<file path="config.mk">
export PLATFORM = sky130hd
export DESIGN_NAME = sum_nbcc_seq
export DESIGN_NICKNAME = d
export VERILOG_FILES = /design/src/rtl/sum_nbcc_seq.sv
export SDC_FILE = /design/constraint.sdc
export NUM_CORES = 1
export LEC_CHECK = 0
export BUFFER_PORTS_ARGS = -buffer_cell sky130_fd_sc_hd__buf_2
export CAP_MARGIN = 20
export CORE_ASPECT_RATIO = 0.7
export CORE_UTILIZATION = 60
export CTS_BUF_LIST = sky130_fd_sc_hd__clkbuf_4
export DETAILED_ROUTE_END_ITERATION = 10
export PLACE_DENSITY = 0.95
export RECOVER_POWER = 50
export SYNTH_ARGS = -nofsm -noshare
export SYNTH_HDL_FRONTEND = slang
export SYNTH_SLANG_ARGS = --single-unit
</file>
<file path="constraint.sdc">
create_clock -name clk -period 6.2 [get_ports clk]
set_input_delay 0.62 -clock clk [delete_from_list [all_inputs] [get_ports clk]]
set_output_delay 0.62 -clock clk [all_outputs]
set_load 0.03 [all_outputs]
</file>
<file path="src/rtl/sum_nbcc_seq.sv">
// Digit-serial adder/subtractor: CHUNK bits per clock, LSB slice first.
// Registered carry between slices; start/busy/done handshake.
module sum_nbcc_seq #(
    parameter int WIDTH = 8,
    parameter int CHUNK = 4
) (
    input  logic             clk,
    input  logic             rst,
    input  logic             init,
    input  logic [WIDTH-1:0] xi,
    input  logic [WIDTH-1:0] yi,
    input  logic             ci,
    input  logic             sub,
    output logic [WIDTH-1:0] zi,
    output logic             co,
    output logic             ovf,
    output logic             busy,
    output logic             done
);

    localparam int NSLICE = WIDTH / CHUNK;
    localparam int CW     = (NSLICE > 1) ? $clog2(NSLICE) : 1;
    localparam logic [CW-1:0] LAST = CW'(NSLICE - 1);

    typedef enum logic [1:0] {IDLE, RUN, DONE} state_t;

    state_t           state_q;
    logic [WIDTH-1:0] a_q;
    logic [WIDTH-1:0] b_q;
    logic [WIDTH-1:0] part_q;
    logic             carry_q;
    logic [CW-1:0]    cnt_q;
    logic [WIDTH-1:0] zi_q;
    logic             co_q;
    logic             ovf_q;
    logic             busy_q;
    logic             done_q;

    logic [CHUNK:0]         slice_sum;
    logic [WIDTH+CHUNK-1:0] part_cat;
    logic [WIDTH-1:0]       part_d;
    logic                   carry_d;
    logic                   ovf_d;

    // Operands shift right each slice, so the active slice is always
    // the low CHUNK bits; the result fills in from the top.
    always_comb begin
        slice_sum = {1'b0, a_q[CHUNK-1:0]}
                  + {1'b0, b_q[CHUNK-1:0]}
                  + {{CHUNK{1'b0}}, carry_q};
        carry_d   = slice_sum[CHUNK];
        part_cat  = {slice_sum[CHUNK-1:0], part_q};
        part_d    = part_cat[WIDTH+CHUNK-1:CHUNK];
        ovf_d     = (a_q[CHUNK-1] == b_q[CHUNK-1])
                 && (slice_sum[CHUNK-1] != a_q[CHUNK-1]);
    end

    // Control FSM with registered datapath and outputs.
    always_ff @(posedge clk or posedge rst) begin
        if (rst) begin
            state_q <= IDLE;
            a_q     <= '0;
            b_q     <= '0;
            part_q  <= '0;
            carry_q <= 1'b0;
            cnt_q   <= '0;
            zi_q    <= '0;
            co_q    <= 1'b0;
            ovf_q   <= 1'b0;
            busy_q  <= 1'b0;
            done_q  <= 1'b0;
        end else begin
            unique case (state_q)
                IDLE: begin
                    done_q <= 1'b0;
                    if (init) begin
                        a_q     <= xi;
                        b_q     <= sub ? ~yi : yi;
                        carry_q <= sub ? ~ci : ci;
                        part_q  <= '0;
                        cnt_q   <= '0;
                        busy_q  <= 1'b1;
                        state_q <= RUN;
                    end
                end
                RUN: begin
                    a_q     <= a_q >> CHUNK;
                    b_q     <= b_q >> CHUNK;
                    part_q  <= part_d;
                    carry_q <= carry_d;
                    cnt_q   <= cnt_q + 1'b1;
                    if (cnt_q == LAST) begin
                        zi_q    <= part_d;
                        co_q    <= carry_d;
                        ovf_q   <= ovf_d;
                        busy_q  <= 1'b0;
                        done_q  <= 1'b1;
                        state_q <= DONE;
                    end
                end
                DONE: begin
                    done_q  <= 1'b0;
                    state_q <= IDLE;
                end
                default: begin
                    state_q <= IDLE;
                end
            endcase
        end
    end

    assign zi   = zi_q;
    assign co   = co_q;
    assign ovf  = ovf_q;
    assign busy = busy_q;
    assign done = done_q;

endmodule
</file>
# Yosys cells after proc, flatten, opt, wreduce, memory -nomap -nowiden

Cells that the tools add are included.

Multiplexer cells: 20
Reduce and logical (&&, ||, !) cells: 10
Equality and inequality tests: 6
Add/sub/neg operators: 3
Bitwise logic cells: 2

Operators with widths:

| operator                                            | number |
|---|---|
| one-hot mux 8 bit (2 select lines)                  | 3 |
| two-way mux 8 bit                                   | 4 |
| inverter 8 bit                                      | 1 |
| one-hot mux 1 bit (2 select lines)                  | 4 |
| AND reduction 2 bit                                 | 4 |
| two-way mux 1 bit                                   | 6 |
| adder 4 x 4 -> 5 bit                                | 1 |
| adder 5 x 1 -> 5 bit                                | 1 |
| two-way mux 2 bit                                   | 2 |
| != test 2 bit, second input constant                | 2 |
| one-hot mux 2 bit (2 select lines)                  | 1 |
| nonzero test 2 bit                                  | 2 |
| AND reduction 3 bit                                 | 1 |
| equality test 2 x 1 -> 1 bit, second input constant | 1 |
| equality test 2 bit, second input constant          | 1 |
| logical NOT 2 bit                                   | 1 |
| OR reduction 2 bit                                  | 1 |
| adder 1 bit, second input constant                  | 1 |
| equality test 1 bit                                 | 1 |
| logical AND 1 bit                                   | 1 |
| != test 1 bit                                       | 1 |
| inverter 1 bit                                      | 1 |

Register bits: 40
Input port bits: 21

# Logic depth before layout (Yosys ltp)

Gate-level depths: netlist of the first run.

Word-level depth: 4
Mapped depth: 5

# Worst setup path after synthesis of the first run

OpenSTA, ideal clock, no wires.

Kind: register to register
From: register a_q[0]
To: register carry_q
Cell stages (with the launch flop): 6
Required time: 6.079 ns
Path slack: 4.216 ns
Arrival: 1.863 ns
Cell sequence: dfrtp_1 fa_1 fa_1 a21o_1 a211o_1 a22o_1

Cells in the longest elaborated chain, start to end: 3

Ends and longest elaborated chain:

| element                            | RTL line | text |
|---|---|---|
| start: declaration                 | 28       | `logic [WIDTH-1:0] a_q;` |
| start signal: assignment           | 77       | `a_q <= xi;` |
| start signal: assignment           | 87       | `a_q <= a_q >> CHUNK;` |
| adder 4 x 4 -> 5 bit               | 49       | `+ {1'b0, b_q[CHUNK-1:0]}` |
| adder 5 x 1 -> 5 bit               | 50       | `+ {{CHUNK{1'b0}}, carry_q};` |
| one-hot mux 1 bit (2 select lines) | 73       | `unique case (state_q)` |
| end signal: assignment             | 79       | `carry_q <= sub ? ~ci : ci;` |
| end signal: assignment             | 90       | `carry_q <= carry_d;` |
| end: declaration                   | 31       | `logic carry_q;` |

No other way between the ends.
A chain may end at the register's enable or synchronous reset.

# Final worst setup path of the first run

Same ends and word-level chain as after synthesis.

==> impl_summary.txt, run 1 <==
----------------------------------------------------
[Clock network]
  Worst-skew pair later-pin latency ... 0.34 ns
  Clock sink count ... 36
  Number of buffers inserted during clock tree synthesis ... 5
  Clock Tree Root ... clkbuf_4
  Max clock buf depth ... 2
  Post-CTS Setup Repair Bufs ... 0
  Post-cts resize count ... 0
  Clock edge transition at the registers on the reported setup and hold paths ... 0.11 ns
  CTS hold repair buffers ... 0
  H-tree levels ... 2
  Clock tree from TritonCTS ... built

[STA]
  Upper clock frequency limit ... about 0.47 GHz
  Number of setup violations in the final report ... 0
  Crit share post-route ... between 30% and 40%
  Slew of the pin with the lowest slew margin ... roughly 1.9 ns
  Setup TNS ... 0 ns
  Max transition margin ... -23.94%
  Minimum clock period after layout ... roughly 2.1 ns
  Slew Viols, Final ... 37
  RSZ-0062 raised after global routing ... false
  Number of endpoints with negative hold slack in the final report ... 0
  Skew final ... roughly 0.0078 ns

[Synth]
  Fraction of the yosys area taken by sequential cells ... roughly half
  Main area contributors after synthesis ... dfrtp_1, mux2i_1, o21ai_0
  Cell type contributing the most total cell area after synthesis ... dfrtp_1
  Number of synthesized flops with an enable pin ... 0
  Predominant post-synthesis flop cell ... dfrtp_1
  Gate count after technology mapping ... around 150
  Synthesized flop and latch total ... 36
  Netlist cell types ... 30
  Synthesized area ... roughly 1700 sq um
  Post-synthesis net count ... 180
  Post-synthesis area per instance ... about 11 sq um
  Number of warnings printed during yosys synthesis ... 0
  FFs w/ async S/R, synth ... 100.0%
  Share of Yosys cell area claimed by the top area cell type ... about half

[Worst setup path]
  CP max stage cell ... fa_1
  Critical path launch point type ... flip-flop
  R2r setup slk ... between 4 and 5 ns
  Data required time at the worst endpoint ... 6.44 ns
  Reg2reg path depth ... 5
  Worst r2r src ... a_q[0]
  Worst Setup SP ... a_q[0]
  Worst Setup EP ... carry_q
  Worst Path Class, Setup ... flip-flop to flip-flop
  Highest cell delay on the worst timing path ... ~0.47 ns
  Terminus of the critical flop-to-flop path ... carry_q
  Cell-by-cell listing of the critical path ... fa_1, fa_1, a21o_1, a211o_1, a22o_1
  Worst EP arrival ... between 2 and 2.5 ns
  Most numerous cell on the critical path ... fa_1
  Critical path endpoint category ... flip-flop
  CP max FO ... 2

[Die]
  Number of placement rows ... 15
  Core Box Area ... 2609 sq um
  Die Wd ... roughly 66 microns
  Ports ... 33
  Y dimension of the die ... roughly 47 microns
  Area of the die ... ~3100 sq um
  Initial Utilization ... between 60% and 70%

[Global routing]
  Overall Global Routing Usage ... approximately a quarter
  Maximum number of pins on one net before global-route repair ... 37
  Number of global-route vias before repair ... between 1000 and 1500
  Initial antenna violation count ... 0
  Wire length of the first global-routing pass ... around 5.6 mm
  Leftover overflow at the end of global routing ... 0

[Run]
  Max capacitance violation total ... 1

[Finish]
  Ant diodes ... 0
  Fraction of layout instances using a drive strength above 1 ... about a quarter
  Post-layout net count ... between 200 and 250
  Synthesis-to-finish area growth ... 10.91%
  Final core utilization ... 74.10%

[Placed design]
  Number of I/O port buffers ... 32
  Weighted congestion reported at the end of routability-driven placement ... 0.9077
  HPWL reported at the end of detailed placement ... ~2.4 mm

[Route]
  Routed length per placed instance ... approximately 15 microns
  Remaining design rule violation count ... 0
  Aggregate routed wire length ... approximately 3.3 mm
  Remaining antenna violation count ... 0
  Detail-routed via count per cell ... 5.676
  DRT Pass-1 Iters ... 4
  Routed vias ... between 1000 and 1500
  DR iter-0 viols ... 122

[Status]
  Run status ... finished, violations left
  Violated checks ... capacitance limit, slew limit

[Power and ir drop]
  Pwr Density ... 536.0 nW/um^2
  Maximum vdd ir drop ... between 0.2 and 0.3 mV
  Leak Pwr ... between 0.9 and 1 nW

[Hold path]
  Type of the tightest min-delay check ... flip-flop to flip-flop

----------------------------------------------------
[area by class of cell]
type / count / area [sq um]
clock buffer: 5 / 37.54
clock inverter: 3 / 13.76
fill: 192 / 675.6
inverter: 3 / 11.26
multi-input combinational: 108 / 763.2
sequential: 36 / 900.9
tap: 34 / 42.54
timing repair buffer: 33 / 163.9
[worst max-delay path, delay by kind of cell, from the launching register on]
family / cells / cell delay, ns
AOI/OAI and AO/OA: 3 / 0.71
DFF: 1 / 0.42
adders and majority gates: 2 / 0.89
[how the worst min path moves through the flow]
stage	start	endpoint	slack (ns)	cells after the start
detailed placement	ovf	ovf	0.46	2
finish	zi[7]	zi[7]	0.49	2
global route	xi[6]	a_q[6]	0.48	2
floorplan	part_q[7]	part_q[7]	0.44	2
global placement	done	done	0.45	2
CTS	rst	zi[5]	0.39	3
[routing by layer]
layer / wire length (microns) / vias up / GRT usage, %
li1: - / 606 / -
met1: 1507 / 595 / 33.81
met2: 1547 / 51 / 40.00
met3: 220 / 8 / 7.524
met4: 48 / 0 / 11.06
met5: 0 / - / 0
[where the power goes]
group          internal, mW  switching, mW  total (mW)
clock                0.0416         0.0753       0.117
combinational         0.208          0.286       0.494
sequential            0.340         0.0856       0.426
[flip-flops by register name, indices dropped and copies added (netlist names)]
signal and flops:
a_q 8, b_q 8, zi 8, part_q 4
state_q 2, busy 1, carry_q 1, cnt_q 1
co 1, done 1, ovf 1
[layout by cell type, fill, tap and decap left out, types with 2 or more instances in the layout]
| cell | n |
|---|---|
| a21boi_0 | 2 |
| and2b_1 | 2 |
| ha_1 | 3 |
| a21oi_1 | 8 |
| mux2_2 | 6 |
| a22o_1 | 6 |
| o21ai_0 | 18 |
| buf_2 | 32 |
| and3b_1 | 2 |
| inv_1 | 3 |
| fa_1 | 2 |
| nand2_1 | 22 |
| nor2b_1 | 6 |
| xnor2_1 | 2 |
| clkinv_2 | 2 |
| o31ai_1 | 2 |
| xor2_1 | 8 |
| clkbuf_4 | 5 |
| mux2i_1 | 9 |
| nor2_1 | 2 |
| dfrtp_1 | 36 |
[cells in the mapped netlist (all sizes together) (2+ instances only)]
library cell,instances
mux2i,9
o31ai,2
nor2b,6
fa,2
nand2,22
xor2,8
and3b,2
dfrtp,36
mux2,6
inv,3
a22o,6
xnor2,2
ha,3
and2b,2
o21ai,19
a21oi,8
nor2,2
buf,7
a21boi,2
[metrics by stage]
step,total power [mW],setup slack (ns),instances,hold slack (ns),area (sq um)
floorplan,0.8180,4.216,154,0.4446,1743
detailed placement,0.9300,4.129,214,0.4641,1901
global placement,0.8907,4.193,214,0.4547,1901
CTS,1.047,4.086,222,0.3855,1952
global route,1.117,3.780,222,0.4829,1933
finish,1.036,4.087,222,0.4887,1933
[cells by family (layout without fill, tap and decap cells)]
family	after synthesis	count (layout)	share of synthesized area [%]
mux	15	15	9.045
fa+ha+maj	5	5	4.451
buf+inv	10	44	3.661
simple gates	37	37	11.13
flops	36	36	51.69
compound gates	41	41	15.00
xor+xnor	10	10	5.025
Note: power is estimated with default switching activity, not from simulation.
==> inputs of run 2 (changes only) <==
--- a/config.mk
+++ b/config.mk
@@ -5,13 +5,14 @@
 export SDC_FILE = /design/constraint.sdc
 export NUM_CORES = 1
 export LEC_CHECK = 0
+export ABC_AREA = 1
 export BUFFER_PORTS_ARGS = -buffer_cell sky130_fd_sc_hd__buf_2
 export CAP_MARGIN = 20
 export CORE_ASPECT_RATIO = 0.7
-export CORE_UTILIZATION = 60
+export CORE_UTILIZATION = 57
 export CTS_BUF_LIST = sky130_fd_sc_hd__clkbuf_4
 export DETAILED_ROUTE_END_ITERATION = 10
-export PLACE_DENSITY = 0.95
+export PLACE_DENSITY = 0.93
 export RECOVER_POWER = 50
 export SYNTH_ARGS = -nofsm -noshare
 export SYNTH_HDL_FRONTEND = slang
==> constraint.sdc (replaced) <==
create_clock -name clk -period 1.95 [get_ports clk]
set_input_delay 0.195 -clock clk [delete_from_list [all_inputs] [get_ports clk]]
set_output_delay 0.195 -clock clk [all_outputs]
set_load 0.03 [all_outputs]
==> impl_summary.txt, run 2 <==
----------------------------------------------------
[Synth]
  Number of synthesized flops with an enable pin ... 0 (unchanged)
  Netlist cell types ... 20 (-33%)
  Post-synthesis area per instance ... 9.053 sq um (-20%)
  Fraction of the yosys area taken by sequential cells ... 52.10% (+0.41 points)
  Synthesized flop and latch total ... 36 (unchanged)
  Cell with the most instances after synthesis ... nand2_1
  Cell type contributing the most total cell area after synthesis ... dfrtp_1
  Main area contributors after synthesis ... dfrtp_1, nand2_1, nand3_1
  Share of Yosys cell area claimed by the top area cell type ... 52.10% (+0.41 points)
  Predominant post-synthesis flop cell ... dfrtp_1
  Number of warnings printed during yosys synthesis ... 0 (unchanged)
  Gate count after technology mapping ... 191 (+24%)
  Leading post-synthesis cells by instance count ... nand2_1, dfrtp_1, nand3_1
  Post-synthesis net count ... 217 (+21%)
  FFs w/ async S/R, synth ... 100.0% (unchanged)
  Synthesized area ... 1729 sq um (-0.79%)

[Run]
  Max capacitance violation total ... 0 (-1)

[Clock network]
  Post-CTS Setup Repair Bufs ... 0 (unchanged)
  H-tree levels ... 2 (unchanged)
  Clock edge transition at the registers on the reported setup and hold paths ... 0.11 ns (about the same)
  Clock Tree Root ... clkbuf_4
  Number of buffers inserted during clock tree synthesis ... 5 (unchanged)
  Max clock buf depth ... 2 (unchanged)
  Clock sink count ... 36 (unchanged)
  Worst-skew pair later-pin latency ... 0.35 ns (about the same)
  Clock tree from TritonCTS ... built

[Finish]
  Commonest non-fill, non-tap cell in the layout ... nand2_1
  Most frequent cells in the layout ... nand2_1, dfrtp_1, buf_2
  Area taken by flip-flops and latches ... 900.9 sq um (unchanged)
  Synthesis-to-finish area growth ... 12.81%
  Ant diodes ... 0 (unchanged)
  Area occupied by multi-input gates ... 700.7 sq um (-8.2%)
  Post-route non-filler standard cell count ... 263 (+18%)
  Area of all placed cells without fillers ... 1951 sq um (+0.91%)
  Layout fillers ... 246 (+28%)
  Fraction of layout instances using a drive strength above 1 ... 19.82% (-5.2 points)
  Post-layout net count ... 252 (+18%)

[Placed design]
  Number of I/O port buffers ... 32 (unchanged)
  Post-placement worst setup slack ... 0.1877 ns (-3.941 ns)
  Placed insts ... 254 (+19%)
  Weighted congestion reported at the end of routability-driven placement ... 0.8090 (-11%)
  HPWL reported at the end of detailed placement ... 2.427 mm (about the same)
  Post-DP Area ... 1893 sq um (-0.39%)

[STA]
  Crit share post-route ... 91.39% (+57 points)
  Number of endpoints with negative hold slack in the final report ... 0 (unchanged)
  Number of setup violations in the final report ... 0 (unchanged)
  RSZ-0062 raised after global routing ... false
  Slew Viols, Final ... 0 (-100%)
  Slew of the pin with the lowest slew margin ... 0.8771 ns (-0.9819 ns)
  Max transition margin ... 41.53% (+65 points)
  Skew final ... 0.007318 ns (-0.0004488 ns)
  Post-layout worst setup margin ... 0.1680 ns (-3.919 ns)
  Upper clock frequency limit ... 0.5612 GHz (+19%)
  Setup TNS ... 0 ns (unchanged)
  Minimum clock period after layout ... 1.782 ns (-0.3312 ns)

[Global routing]
  Wire length of the first global-routing pass ... 5.492 mm (-1.1%)
  Leftover overflow at the end of global routing ... 0 (unchanged)
  Maximum number of pins on one net before global-route repair ... 37 (unchanged)
  GRT met1 Usage ... 31.22% (-2.6 points)
  Number of global-route vias before repair ... 1253 (+9.3%)
  Overall Global Routing Usage ... 24.37% (-1.1 points)
  Met2 usage ... 39.60% (-0.40 points)
  Routing layer with the top usage in global route ... met2
  Initial antenna violation count ... 0 (unchanged)
  Met3 Track Usage GR ... 6.429% (-1.1 points)

[Worst setup path]
  Critical path launch point type ... flip-flop
  Critical path endpoint category ... flip-flop
  Data required time at the worst endpoint ... 2.20 ns (-4.24 ns)
  Worst EP arrival ... 2.03 ns (-0.32 ns)
  CP max FO ... 3 (+1)
  Worst Path Class, Setup ... flip-flop to flip-flop
  R2r setup slk ... 0.17 ns (-3.92 ns)

[Status]
  Run status ... complete, no violations

[Route]
  Remaining design rule violation count ... 0 (unchanged)
  Detail-routed via count per cell ... 5.190 (-8.6%)
  Routed length per placed instance ... 12.96 microns (-13%)
  DRT Pass-1 Iters ... 4 (unchanged)
  Aggregate routed wire length ... 3.408 mm (+2.5%)
  DR iter-0 viols ... 54 (-56%)
  Routed vias ... 1365 (+8.3%)
  Remaining antenna violation count ... 0 (unchanged)

[Die]
  Die Wd ... 67.83 microns (+2.1%)
  Y dimension of the die ... 48.08 microns (+2.1%)
  Number of placement rows ... 16 (+1)
  Initial Utilization ... 60.83% (-6.0 points)
  Core Box Area ... 2843 sq um (+9.0%)
  Area of the die ... 3261 sq um (+4.3%)
  Ports ... 33 (unchanged)

[Power and ir drop]
  Pwr Density ... 1787 nW/um^2 (+230%)
  Power consumption ... 3.485 mW (+240%)
  Maximum vdd ir drop ... 0.9470 mV (+270%)
  Leak Pwr ... 1.031 nW (+5.5%)

[Hold path]
  Type of the tightest min-delay check ... input pin to flip-flop

----------------------------------------------------
==> run 2: power breakdown <==
| group | internal, mW | switching [mW] | total [mW] |
|---|---|---|---|
| Combinational | 0.591 | 1.18 | 1.77 |
| Sequential | 1.08 | 0.219 | 1.30 |
| Clock | 0.166 | 0.242 | 0.408 |
| Total | 1.84 | 1.64 | 3.49 |
==> run 2: cell families (layout without fill, tap and decap cells) <==
group	count (synthesis)	in the layout	synth area share, %
and+or+nand+nor	89	89	22.50
DFF	36	36	52.10
buffers and inverters	27	63	7.380
AOI/OAI and AO/OA	25	25	8.972
xor gates and xnor gates	9	9	4.559
adders and majority gates	5	5	4.487
==> run 2: final cells by class <==
type                       count  area share [%]
timing repair buffer          34           8.659
sequential                    36           46.18
multi-input combinational    128           35.92
clock buffer                   7           2.694
inverter                      21           4.041
clock inverter                 1          0.1924
tap                           36           2.309
==> run 2: worst max-delay path, stage by stage (launching register included) <==
cell     delay (ns)
dfrtp_1        0.41
fa_1           0.48
fa_1           0.44
nand3_1        0.12
nand3_1        0.10
nand3_1        0.08
nand2_1        0.05
==> run 2: timing repair <==
action,4_1_cts,5_1_grt
hold endpoints to repair,36,0
hold buffers,1,0
gates resized for setup,0,0
==> run 2: through the flow <==
| stage | hold slack, ns | util, % |
|---|---|---|
| 3_5_place_dp | 0.3256 | 66.59 |
| 4_1_cts | 0.07445 | 68.93 |
| 5_1_grt | 0.09396 | 68.62 |
| 3_3_place_gp | 0.3103 | 66.59 |
| 6_report | 0.07599 | 68.62 |
| 2_1_floorplan | 0.3395 | - |
==> run 2: path summary, 6_finish.rpt <==
| kind | from | to | depth (start not counted) |
|---|---|---|---|
| worst max-delay path | a_q[0] | carry_q | 6 |
| worst min-delay path | xi[6] | a_q[6] | 3 |
| worst max register to register | a_q[0] | carry_q | 6 |
| worst min register to register | busy | busy | 2 |
| max in group asynchronous | rst | a_q[5] | 4 |
| min in group asynchronous | rst | a_q[3] | 4 |
==> run 2: routing by layer <==
| layer | vias up | wire, microns |
|---|---|---|
| met5 | - | 0 |
| met4 | 0 | 64 |
| met3 | 7 | 182 |
| met2 | 49 | 1546 |
| met1 | 630 | 1614 |
| li1 | 679 | - |
